`src/rtl/jk_seq_pkg.sv`:
```
// Shared types for the JK count sequencer: FSM states, bank actions and the
// per-bit mapping from an action plus data bit to a J/K drive pair.
package jk_seq_pkg;

    typedef enum logic [1:0] {
        ST_IDLE,
        ST_RUN,
        ST_DONE
    } jk_state_e;

    typedef enum logic [1:0] {
        ACT_HOLD,
        ACT_TOGGLE,
        ACT_LOAD,
        ACT_CLEAR
    } jk_act_e;

    typedef struct packed {
        logic j;
        logic k;
    } jk_pair_t;

    // TOGGLE: d is the toggle mask bit; LOAD: d is the value to store.
    function automatic jk_pair_t jk_drive(jk_act_e act, logic d);
        jk_pair_t p;
        p = '0;
        case (act)
            ACT_TOGGLE: begin
                p.j = d;
                p.k = d;
            end
            ACT_LOAD: begin
                p.j = d;
                p.k = ~d;
            end
            ACT_CLEAR: begin
                p.j = 1'b0;
                p.k = 1'b1;
            end
            default: p = '0;
        endcase
        return p;
    endfunction

endpackage

```
`src/rtl/jk_count_sequencer_if.sv`:
```
// Request/observation bundle between control logic and jk_count_sequencer.
// master (requester): drives START, UP, LIMIT, STEP_EN, ABORT.
// slave (sequencer):  drives Q, J_DRV, K_DRV, BUSY, DONE, TC.
interface jk_count_sequencer_if #(
    parameter int unsigned WIDTH = 4
);
    logic             START;
    logic             UP;
    logic [WIDTH-1:0] LIMIT;
    logic             STEP_EN;
    logic             ABORT;
    logic [WIDTH-1:0] Q;
    logic [WIDTH-1:0] J_DRV;
    logic [WIDTH-1:0] K_DRV;
    logic             BUSY;
    logic             DONE;
    logic             TC;

    modport master (
        output START, UP, LIMIT, STEP_EN, ABORT,
        input  Q, J_DRV, K_DRV, BUSY, DONE, TC
    );

    modport slave (
        input  START, UP, LIMIT, STEP_EN, ABORT,
        output Q, J_DRV, K_DRV, BUSY, DONE, TC
    );
endinterface

```
`src/rtl/jk_reg_bank.sv`:
```
// Bank of WIDTH positive-edge JK flip-flops with asynchronous active-high clear.
// Ports: CLK, RST; j/k per-bit drive; q bank state.
module jk_reg_bank #(
    parameter int unsigned WIDTH = 4
) (
    input  logic             CLK,
    input  logic             RST,
    input  logic [WIDTH-1:0] j,
    input  logic [WIDTH-1:0] k,
    output logic [WIDTH-1:0] q
);
    logic [WIDTH-1:0] q_q;
    logic [WIDTH-1:0] q_d;

    // Characteristic equation: Q+ = J&~Q | ~K&Q
    always_comb begin
        q_d = (j & ~q_q) | (~k & q_q);
    end

    always_ff @(posedge CLK or posedge RST) begin
        if (RST) begin
            q_q <= '0;
        end else begin
            q_q <= q_d;
        end
    end

    assign q = q_q;
endmodule

```
`src/rtl/jk_count_sequencer.sv`:
```
// Sequences a JK flip-flop bank as a bounded up/down step counter with a
// start/busy/done handshake.
// Ports: CLK, RST (async, active high); bus (slave modport) carrying
//   START/UP/LIMIT/STEP_EN/ABORT in and Q/J_DRV/K_DRV/BUSY/DONE/TC out.
// Build option: JK_AUTORELOAD_EN keeps the run going, reloading the start
//   value at the terminal count and pulsing DONE with BUSY held high.
module jk_count_sequencer
    import jk_seq_pkg::*;
#(
    parameter int unsigned WIDTH = 4
) (
    input  logic                  CLK,
    input  logic                  RST,
    jk_count_sequencer_if.slave   bus
);
    jk_state_e        state_q, state_d;
    logic             up_q, up_d;
    logic [WIDTH-1:0] limit_q, limit_d;
    logic             busy_q, busy_d;
    logic             done_q, done_d;

    jk_act_e          act;
    logic [WIDTH-1:0] act_data;
    logic [WIDTH-1:0] t;
    logic [WIDTH-1:0] q;
    logic [WIDTH-1:0] j_drv;
    logic [WIDTH-1:0] k_drv;
    logic [WIDTH-1:0] terminal;
    logic             tc;

    assign terminal = up_q ? limit_q : '0;
    assign tc       = (q == terminal);

    // Toggle mask: bit i flips when all lower bits are 1 (up) or 0 (down)
    always_comb begin
        logic run;
        t   = '0;
        run = 1'b1;
        for (int unsigned i = 0; i < WIDTH; i++) begin
            t[i] = run;
            run  = run & (up_q ? q[i] : ~q[i]);
        end
    end

    // Next-state and action selection
    always_comb begin
        state_d  = state_q;
        up_d     = up_q;
        limit_d  = limit_q;
        busy_d   = 1'b0;
        done_d   = 1'b0;
        act      = ACT_HOLD;
        act_data = '0;
        case (state_q)
            ST_IDLE: begin
                if (bus.START) begin
                    up_d    = bus.UP;
                    limit_d = bus.LIMIT;
                    if (bus.LIMIT == '0) begin
                        act     = ACT_CLEAR;
                        state_d = ST_DONE;
                        done_d  = 1'b1;
                    end else begin
                        act      = ACT_LOAD;
                        act_data = bus.UP ? '0 : bus.LIMIT;
                        state_d  = ST_RUN;
                        busy_d   = 1'b1;
                    end
                end
            end
            ST_RUN: begin
                busy_d = 1'b1;
                if (bus.ABORT) begin
                    state_d = ST_IDLE;
                    busy_d  = 1'b0;
                end else if (bus.STEP_EN) begin
`ifdef JK_AUTORELOAD_EN
                    // Stepping from the terminal value restarts the count
                    if (tc) begin
                        act      = ACT_LOAD;
                        act_data = up_q ? '0 : limit_q;
                        done_d   = 1'b1;
                    end else begin
                        act      = ACT_TOGGLE;
                        act_data = t;
                    end
`else
                    act      = ACT_TOGGLE;
                    act_data = t;
                    // Finish on the edge that lands on the terminal value
                    if ((q ^ t) == terminal) begin
                        state_d = ST_DONE;
                        busy_d  = 1'b0;
                        done_d  = 1'b1;
                    end
`endif
                end
            end
            ST_DONE: begin
                state_d = ST_IDLE;
            end
            default: begin
                state_d = ST_IDLE;
            end
        endcase
    end

    // Per-bit J/K drive for the selected action
    always_comb begin
        jk_pair_t pair;
        j_drv = '0;
        k_drv = '0;
        for (int unsigned i = 0; i < WIDTH; i++) begin
            pair     = jk_drive(act, act_data[i]);
            j_drv[i] = pair.j;
            k_drv[i] = pair.k;
        end
    end

    always_ff @(posedge CLK or posedge RST) begin
        if (RST) begin
            state_q <= ST_IDLE;
            up_q    <= 1'b1;
            limit_q <= '0;
            busy_q  <= 1'b0;
            done_q  <= 1'b0;
        end else begin
            state_q <= state_d;
            up_q    <= up_d;
            limit_q <= limit_d;
            busy_q  <= busy_d;
            done_q  <= done_d;
        end
    end

    jk_reg_bank #(
        .WIDTH (WIDTH)
    ) u_bank (
        .CLK (CLK),
        .RST (RST),
        .j   (j_drv),
        .k   (k_drv),
        .q   (q)
    );

    assign bus.Q     = q;
    assign bus.J_DRV = j_drv;
    assign bus.K_DRV = k_drv;
    assign bus.BUSY  = busy_q;
    assign bus.DONE  = done_q;
    assign bus.TC    = tc;
endmodule
```
`src/flat_wrapper.sv`:
```
// flat-port wrapper written by rule: the top's interface ports become plain ports
module jk_count_sequencer_flat import jk_seq_pkg::*;
#(
    parameter int unsigned WIDTH = 4
)
  (CLK, RST, bus_START, bus_UP, bus_LIMIT, bus_STEP_EN, bus_ABORT, bus_Q, bus_J_DRV, bus_K_DRV, bus_BUSY, bus_DONE, bus_TC);
  jk_count_sequencer_if #(.WIDTH(WIDTH)) bus_i ();
  input  logic CLK;
  input  logic RST;
  input wire logic [$bits(bus_i.START)-1:0] bus_START;
  input wire logic [$bits(bus_i.UP)-1:0] bus_UP;
  input wire logic [$bits(bus_i.LIMIT)-1:0] bus_LIMIT;
  input wire logic [$bits(bus_i.STEP_EN)-1:0] bus_STEP_EN;
  input wire logic [$bits(bus_i.ABORT)-1:0] bus_ABORT;
  output wire logic [$bits(bus_i.Q)-1:0] bus_Q;
  output wire logic [$bits(bus_i.J_DRV)-1:0] bus_J_DRV;
  output wire logic [$bits(bus_i.K_DRV)-1:0] bus_K_DRV;
  output wire logic [$bits(bus_i.BUSY)-1:0] bus_BUSY;
  output wire logic [$bits(bus_i.DONE)-1:0] bus_DONE;
  output wire logic [$bits(bus_i.TC)-1:0] bus_TC;
  assign bus_i.START = bus_START;
  assign bus_i.UP = bus_UP;
  assign bus_i.LIMIT = bus_LIMIT;
  assign bus_i.STEP_EN = bus_STEP_EN;
  assign bus_i.ABORT = bus_ABORT;
  assign bus_Q = bus_i.Q;
  assign bus_J_DRV = bus_i.J_DRV;
  assign bus_K_DRV = bus_i.K_DRV;
  assign bus_BUSY = bus_i.BUSY;
  assign bus_DONE = bus_i.DONE;
  assign bus_TC = bus_i.TC;
  jk_count_sequencer #(.WIDTH(WIDTH)) u_core (.CLK(CLK), .RST(RST), .bus(bus_i));
endmodule
```
`config.mk`:
```
export PLATFORM = sky130hd
export DESIGN_NAME = jk_count_sequencer_flat
export DESIGN_NICKNAME = d
export VERILOG_FILES = /design/src/rtl/jk_seq_pkg.sv /design/src/rtl/jk_count_sequencer_if.sv /design/src/rtl/jk_reg_bank.sv /design/src/rtl/jk_count_sequencer.sv /design/src/flat_wrapper.sv
export SDC_FILE = /design/constraint.sdc
export NUM_CORES = 1
export LEC_CHECK = 0
export BUFFER_PORTS_ARGS = -buffer_cell sky130_fd_sc_hd__buf_2
export CORE_MARGIN = 4
export CORE_UTILIZATION = 51
export DETAILED_ROUTE_END_ITERATION = 12
export PLACE_DENSITY = 0.78
export SLEW_MARGIN = 10
export SYNTH_ARGS = -nofsm -noshare
export SYNTH_HDL_FRONTEND = slang
export SYNTH_SLANG_ARGS = --single-unit
```
`constraint.sdc`:
```
create_clock -name CLK -period 2 [get_ports CLK]
set_input_delay 0.4 -clock CLK [delete_from_list [all_inputs] [get_ports CLK]]
set_output_delay 0.4 -clock CLK [all_outputs]
set_load 0.02 [all_outputs]
```
==> results of run 1 <==
final cells by class:
type / instances / area [µm²] / share of cell area
clock buffers: 3 / 22.5 / 0.0162
multi-input cells: 90 / 616 / 0.444
repair buffers: 50 / 370 / 0.267
well taps: 25 / 31.3 / 0.0225
inverters: 3 / 11.3 / 0.00812
clock inverters: 1 / 5.00 / 0.00361
flip-flops and latches: 13 / 332 / 0.239
worst min path at each step:
stage,start,end,slack (ns),depth (start not counted)
after detailed placement,RST,u_core.limit_q[3],0.45,2
after global routing,RST,u_core.bus.BUSY,0.15,2
final,RST,u_core.bus.BUSY,0.13,2
after CTS,RST,u_core.bus.BUSY,0.14,2
after floorplan,RST,u_core.bus.BUSY,0.28,1
after global placement,RST,u_core.bus.DONE,0.44,2
synth_stat cells, types with 3 or more instances:
library cell and instances:
nand2_1 24, dfrtp_1 12, o21ai_0 10, nor2_1 8, o211ai_1 5, mux2_2 4, nand3_1 4, xnor2_1 4
a21oi_1 3, a22oi_1 3, inv_1 3, o31ai_1 3
per-layer routing:
metal	wire (µm)	track usage	vias to the layer above
met1	1250	0.274	528
met2	1570	0.339	53
met3	207	0.0292	8
met4	58	0.0583	0
li1	-	-	495
met5	0	0	-
where the power goes:
part	switching [mW]	internal [mW]	leakage, nW
registers	0.221	0.392	0.154
clock network	0.0949	0.0742	0.0177
logic	0.794	0.796	0.503
what timing repair did:
item                       CTS  global route
gates resized for setup     14            21
pin swaps                    2             8
setup buffers                3            15
setup endpoints to repair    8             9
sequential cells by signal (all words and copies together) (netlist names):
signal and flops:
u_core.state_q 2, u_core.limit_q 4, u_core.bus.BUSY 1, u_core.up_q 1
u_core.bus.DONE 1, u_core.u_bank.q 4
worst max-delay path, cell delays in order, from the launching register on:
cell	delay, ns
dfrtp_2	0.47
buf_6	0.14
and3_1	0.17
o21ai_2	0.17
nor2b_4	0.17
a21oi_1	0.04
buf_4	0.15
cell families after synthesis:
family,count (synthesis),synth area share
compound gates,31,0.221
mux,5,0.0580
xor+xnor,6,0.0553
flops,13,0.344
simple gates,48,0.240
buf+inv,11,0.0817
==> metrics.yaml, run 1 <==
timing_hold_violations_final: 0
syn_inst: 114
outcome: "finished with violations"
antenna_found_initial: 0
final_cells: 185
synth_area_um2: 950
h-tree-depth: 1
drive_gt1_frac: 0.494
tightest_slew_ns: 0.515
crit_start: "u_core.u_bank.q[0]"
fp.coreArea_um2: 1750
clk_latency_ns: 0.28
critPathCaptureType: "output pin"
cp.required_ns: 1.60
synth.top_cell.area_share: 0.316
finClkSkew_ns: 0.0128
fin_crit_sh: 1.00
wirelength_mm: 3.09
crit_end: "bus_K_DRV[2]"
r2r_end: "u_core.state_q[1]"
start_util: 0.544
grt_pass1_vias: 943
yosys_warnings: 0
die_h_um: 51.2
syn_area_per_cell_um2: 8.33
place_inst: 163
synth_top_area_cell: "dfrtp_1"
ys_types: 36
utilization: 0.795
hold_buffers: 0
drt_iter0_markers: 33
cts_buffers: 3
place_ws_ns: 0.156
cp_max_fo: 6
dieWidth_um: 51.2
ant_nets: 0
r2r_cells: 5
routabilityCongestion: 0.820
final_cell_mix: "nand2_1, buf_4, buf_2"
cp-start-kind: "register"
synthFlopType: "dfrtp_1"
layout.nets: 171
dp_hpwl_mm: 1.81
p_per_area_nw_per_um2: 1710
async_flop_share: 1.00
die_area_um2: 2620
grt_max_degree: 14
vias_per_cell: 5.86
dpl_cell_area_um2: 1100
rsz0062_at_grt: "true"
wl_per_cell_um: 16.7
syn_to_final_growth_pct: 46.1
stdcell_area_um2: 1390
reg2reg_from: "u_core.up_q"
relSlewSlack: 0.656
cts_tree: "built"
rrSetupSlack_ns: 0.22
synth-seq-cells: 13
power_mw: 2.37
row_count: 15
grt-ovfl-total: 0
io_pins: 25
firstDrtPassIters: 4
synth_fp_nets: 124
hp-class: "input port to asynchronous set/reset pin"
setup_violations: 1
drc_errors: 0
grt_first_pass_wirelength_mm: 4.13
io_buffers: 24
cts_max_path_buffers: 2
vias: 1084
fin_hold_ws_ns: 0.131
violations: "negative setup slack"
track_usage: 0.204
worst_ir_drop_vdd_v: 0.000977
path_class: "register to output pin"
p_leak_nw: 0.675
ys_seq_area_frac: 0.344
path_clk_slew_ns: 0.09
cts-root-buf: "clkbuf_4"
period_minus_slack_ns: 2.01
synth.area.top_cells: "dfrtp_1, nand2_1, o21ai_0"
drv_cap: 0
fill_cells: 116
fin_ws_ns: -0.00995
setup_tns_ns: -0.00995
arrival_ns: 1.61
max_clock_freq_mhz: 498
numClockSinks: 13
n_antenna_cell: 0
synth-edff-count: 0
slew_violations: 0
Power figures use the tool's default switching activity.
==> run 2, diff against run 1 <==
- SETUP_SLACK_MARGIN: unset -> 0.15
==> run 2 against run 1 <==
  * Sequential share of layout area fell by 1.5 points
  * Critical path depth down 1
  * The flow still finishes with violations (negative setup slack)
  * Critical endpoint unchanged
  * Global-route usage up 3.8 points
  * Final area rose by 7.1%
==> metrics.yaml, run 2 (synthesis results as in run 1) <==
fp.coreArea_um2: 1750  # unchanged
p_per_area_nw_per_um2: 1730  # was 1710 nW/µm²
ant_nets: 0  # unchanged
drt_iter0_markers: 58  # was 33
cts-root-buf: "clkbuf_4"  # unchanged
rsz0062_at_grt: "true"  # unchanged
hold_buffers: 0  # unchanged
final_common_cell: "buf_4"
numClockSinks: 13  # unchanged
grt-ovfl-total: 0  # unchanged
period_minus_slack_ns: 2.06  # was 2.01 ns
start_util: 0.544  # unchanged
wirelength_mm: 3.47  # was 3.09 mm
outcome: "finished with violations"  # unchanged
syn_to_final_growth_pct: 56.5  # was 46.1%
max_clock_freq_mhz: 486  # was 498 MHz
power_mw: 2.58  # was 2.37 mW
cp_max_fo: 7  # was 6
drive_gt1_frac: 0.577  # was 0.494
final_cell_mix: "buf_4, nand2_1, buf_2"  # was nand2_1, buf_4, buf_2
grt_pass1_vias: 1012  # was 943
io_buffers: 24  # unchanged
grt_first_pass_wirelength_mm: 4.69  # was 4.13 mm
p_leak_nw: 0.697  # was 0.675 nW
setup_tns_ns: -0.0920  # was -0.00995 ns
track_usage: 0.242  # was 0.204
drc_errors: 0  # unchanged
drv_cap: 0  # unchanged
n_antenna_cell: 0  # unchanged
row_count: 15  # unchanged
grt_max_degree: 14  # unchanged
cts_buffers: 3  # unchanged
path_class: "register to output pin"  # unchanged
dieWidth_um: 51.2  # unchanged
worst_ir_drop_vdd_v: 0.00133  # was 0.000977 V
io_pins: 25  # unchanged
wl_per_cell_um: 18.4  # was 16.7 µm
layout.nets: 174  # was 171
cts_tree: "built"  # unchanged
relSlewSlack: 0.647  # was 0.656
vias: 1108  # was 1084
critPathCaptureType: "output pin"  # unchanged
die_h_um: 51.2  # unchanged
vias_per_cell: 5.89  # was 5.86
path_clk_slew_ns: 0.09  # about the same
reg2reg_from: "u_core.u_bank.q[1]"  # was u_core.up_q
firstDrtPassIters: 4  # unchanged
die_area_um2: 2620  # unchanged
finClkSkew_ns: 0.00669  # was 0.0128 ns
cts_max_path_buffers: 2  # unchanged
clk_latency_ns: 0.30  # was 0.28 ns
rrSetupSlack_ns: 0.18  # was 0.22 ns
antenna_found_initial: 0  # unchanged
hp-class: "input port to asynchronous set/reset pin"  # unchanged
fin_crit_sh: 1.03  # was 1.00
fin_ws_ns: -0.0567  # was -0.00995 ns
slew_violations: 0  # unchanged
cp-start-kind: "register"  # unchanged
dp_hpwl_mm: 1.73  # was 1.81 mm
arrival_ns: 1.66  # was 1.61 ns
r2r_end: "u_core.bus.BUSY"  # was u_core.state_q[1]
h-tree-depth: 1  # unchanged
setup_violations: 3  # was 1
violations: "negative setup slack"  # unchanged
routabilityCongestion: 0.838  # was 0.820
timing_hold_violations_final: 0  # unchanged
tightest_slew_ns: 0.529  # was 0.515 ns
cp.required_ns: 1.60  # about the same
r2r_cells: 6  # was 5
-- run 2: changes by cell type in the layout (fill, tap and decap cells not counted), sizes merged --
| cell | change |
|---|---|
| clkinv | -1 |
| clkbuf | +1 |
| buf | +3 |
-- run 2: layout make-up --
type / count / area [µm²]
inverter: 3 / 11.3
sequential: 13 / 333
multi-input combinational: 90 / 683
timing repair buffer: 53 / 402
tap: 25 / 31.3
fill: 102 / 259
clock buffer: 4 / 26.3
-- run 2: critical path, stage by stage, from the launching register on --
cell	delay [ns]
dfstp_2	0.64
and3_1	0.21
o21ai_1	0.10
nor2b_2	0.18
a21oi_2	0.09
buf_4	0.14
-- run 2: timing repair --
action | in CTS | in global routing
pin swaps | 7 | 13
endpoints found under the hold margin | 0 | 0
endpoints found under the setup margin | 9 | 13
buffers inserted | 17 | 7
resized for setup | 31 | 24
-- run 2: worst max path at each step --
stage                             from           end  slack [ns]
finish                     u_core.up_q  bus_K_DRV[2]       -0.06
global route        u_core.u_bank.q[0]  bus_K_DRV[2]       -0.14
CTS                        u_core.up_q  bus_K_DRV[2]        0.04
detailed placement           bus_ABORT  bus_K_DRV[2]        0.17
global placement             bus_ABORT  bus_K_DRV[2]        0.17
floorplan           u_core.u_bank.q[1]  bus_K_DRV[2]        0.16
-- run 2: per-layer routing --
| metal | GRT usage | vias up | part of all wire |
|---|---|---|---|
| li1 | - | 503 | - |
| met1 | 0.289 | 522 | 0.38 |
| met2 | 0.414 | 60 | 0.50 |
| met3 | 0.0496 | 23 | 0.077 |
| met4 | 0.112 | 0 | 0.045 |
| met5 | 0 | - | 0 |
-- run 2: stage by stage --
stage	hold slack (ns)	util	cells	instance area [µm²]	worst slack (ns)
floorplan	0.276	-	114	966	0.158
global placement	0.448	0.624	160	1090	0.173
detailed placement	0.458	0.624	160	1090	0.168
CTS	0.153	0.765	181	1340	0.0442
global route	0.164	0.852	188	1490	-0.136
finish	0.123	0.852	188	1490	-0.0567
-- run 2: power breakdown --
group	total, mW	leakage, nW	internal, mW	switching, mW
logic	1.77	0.529	0.868	0.900
clock network	0.181	0.0150	0.0778	0.103
registers	0.629	0.153	0.393	0.235
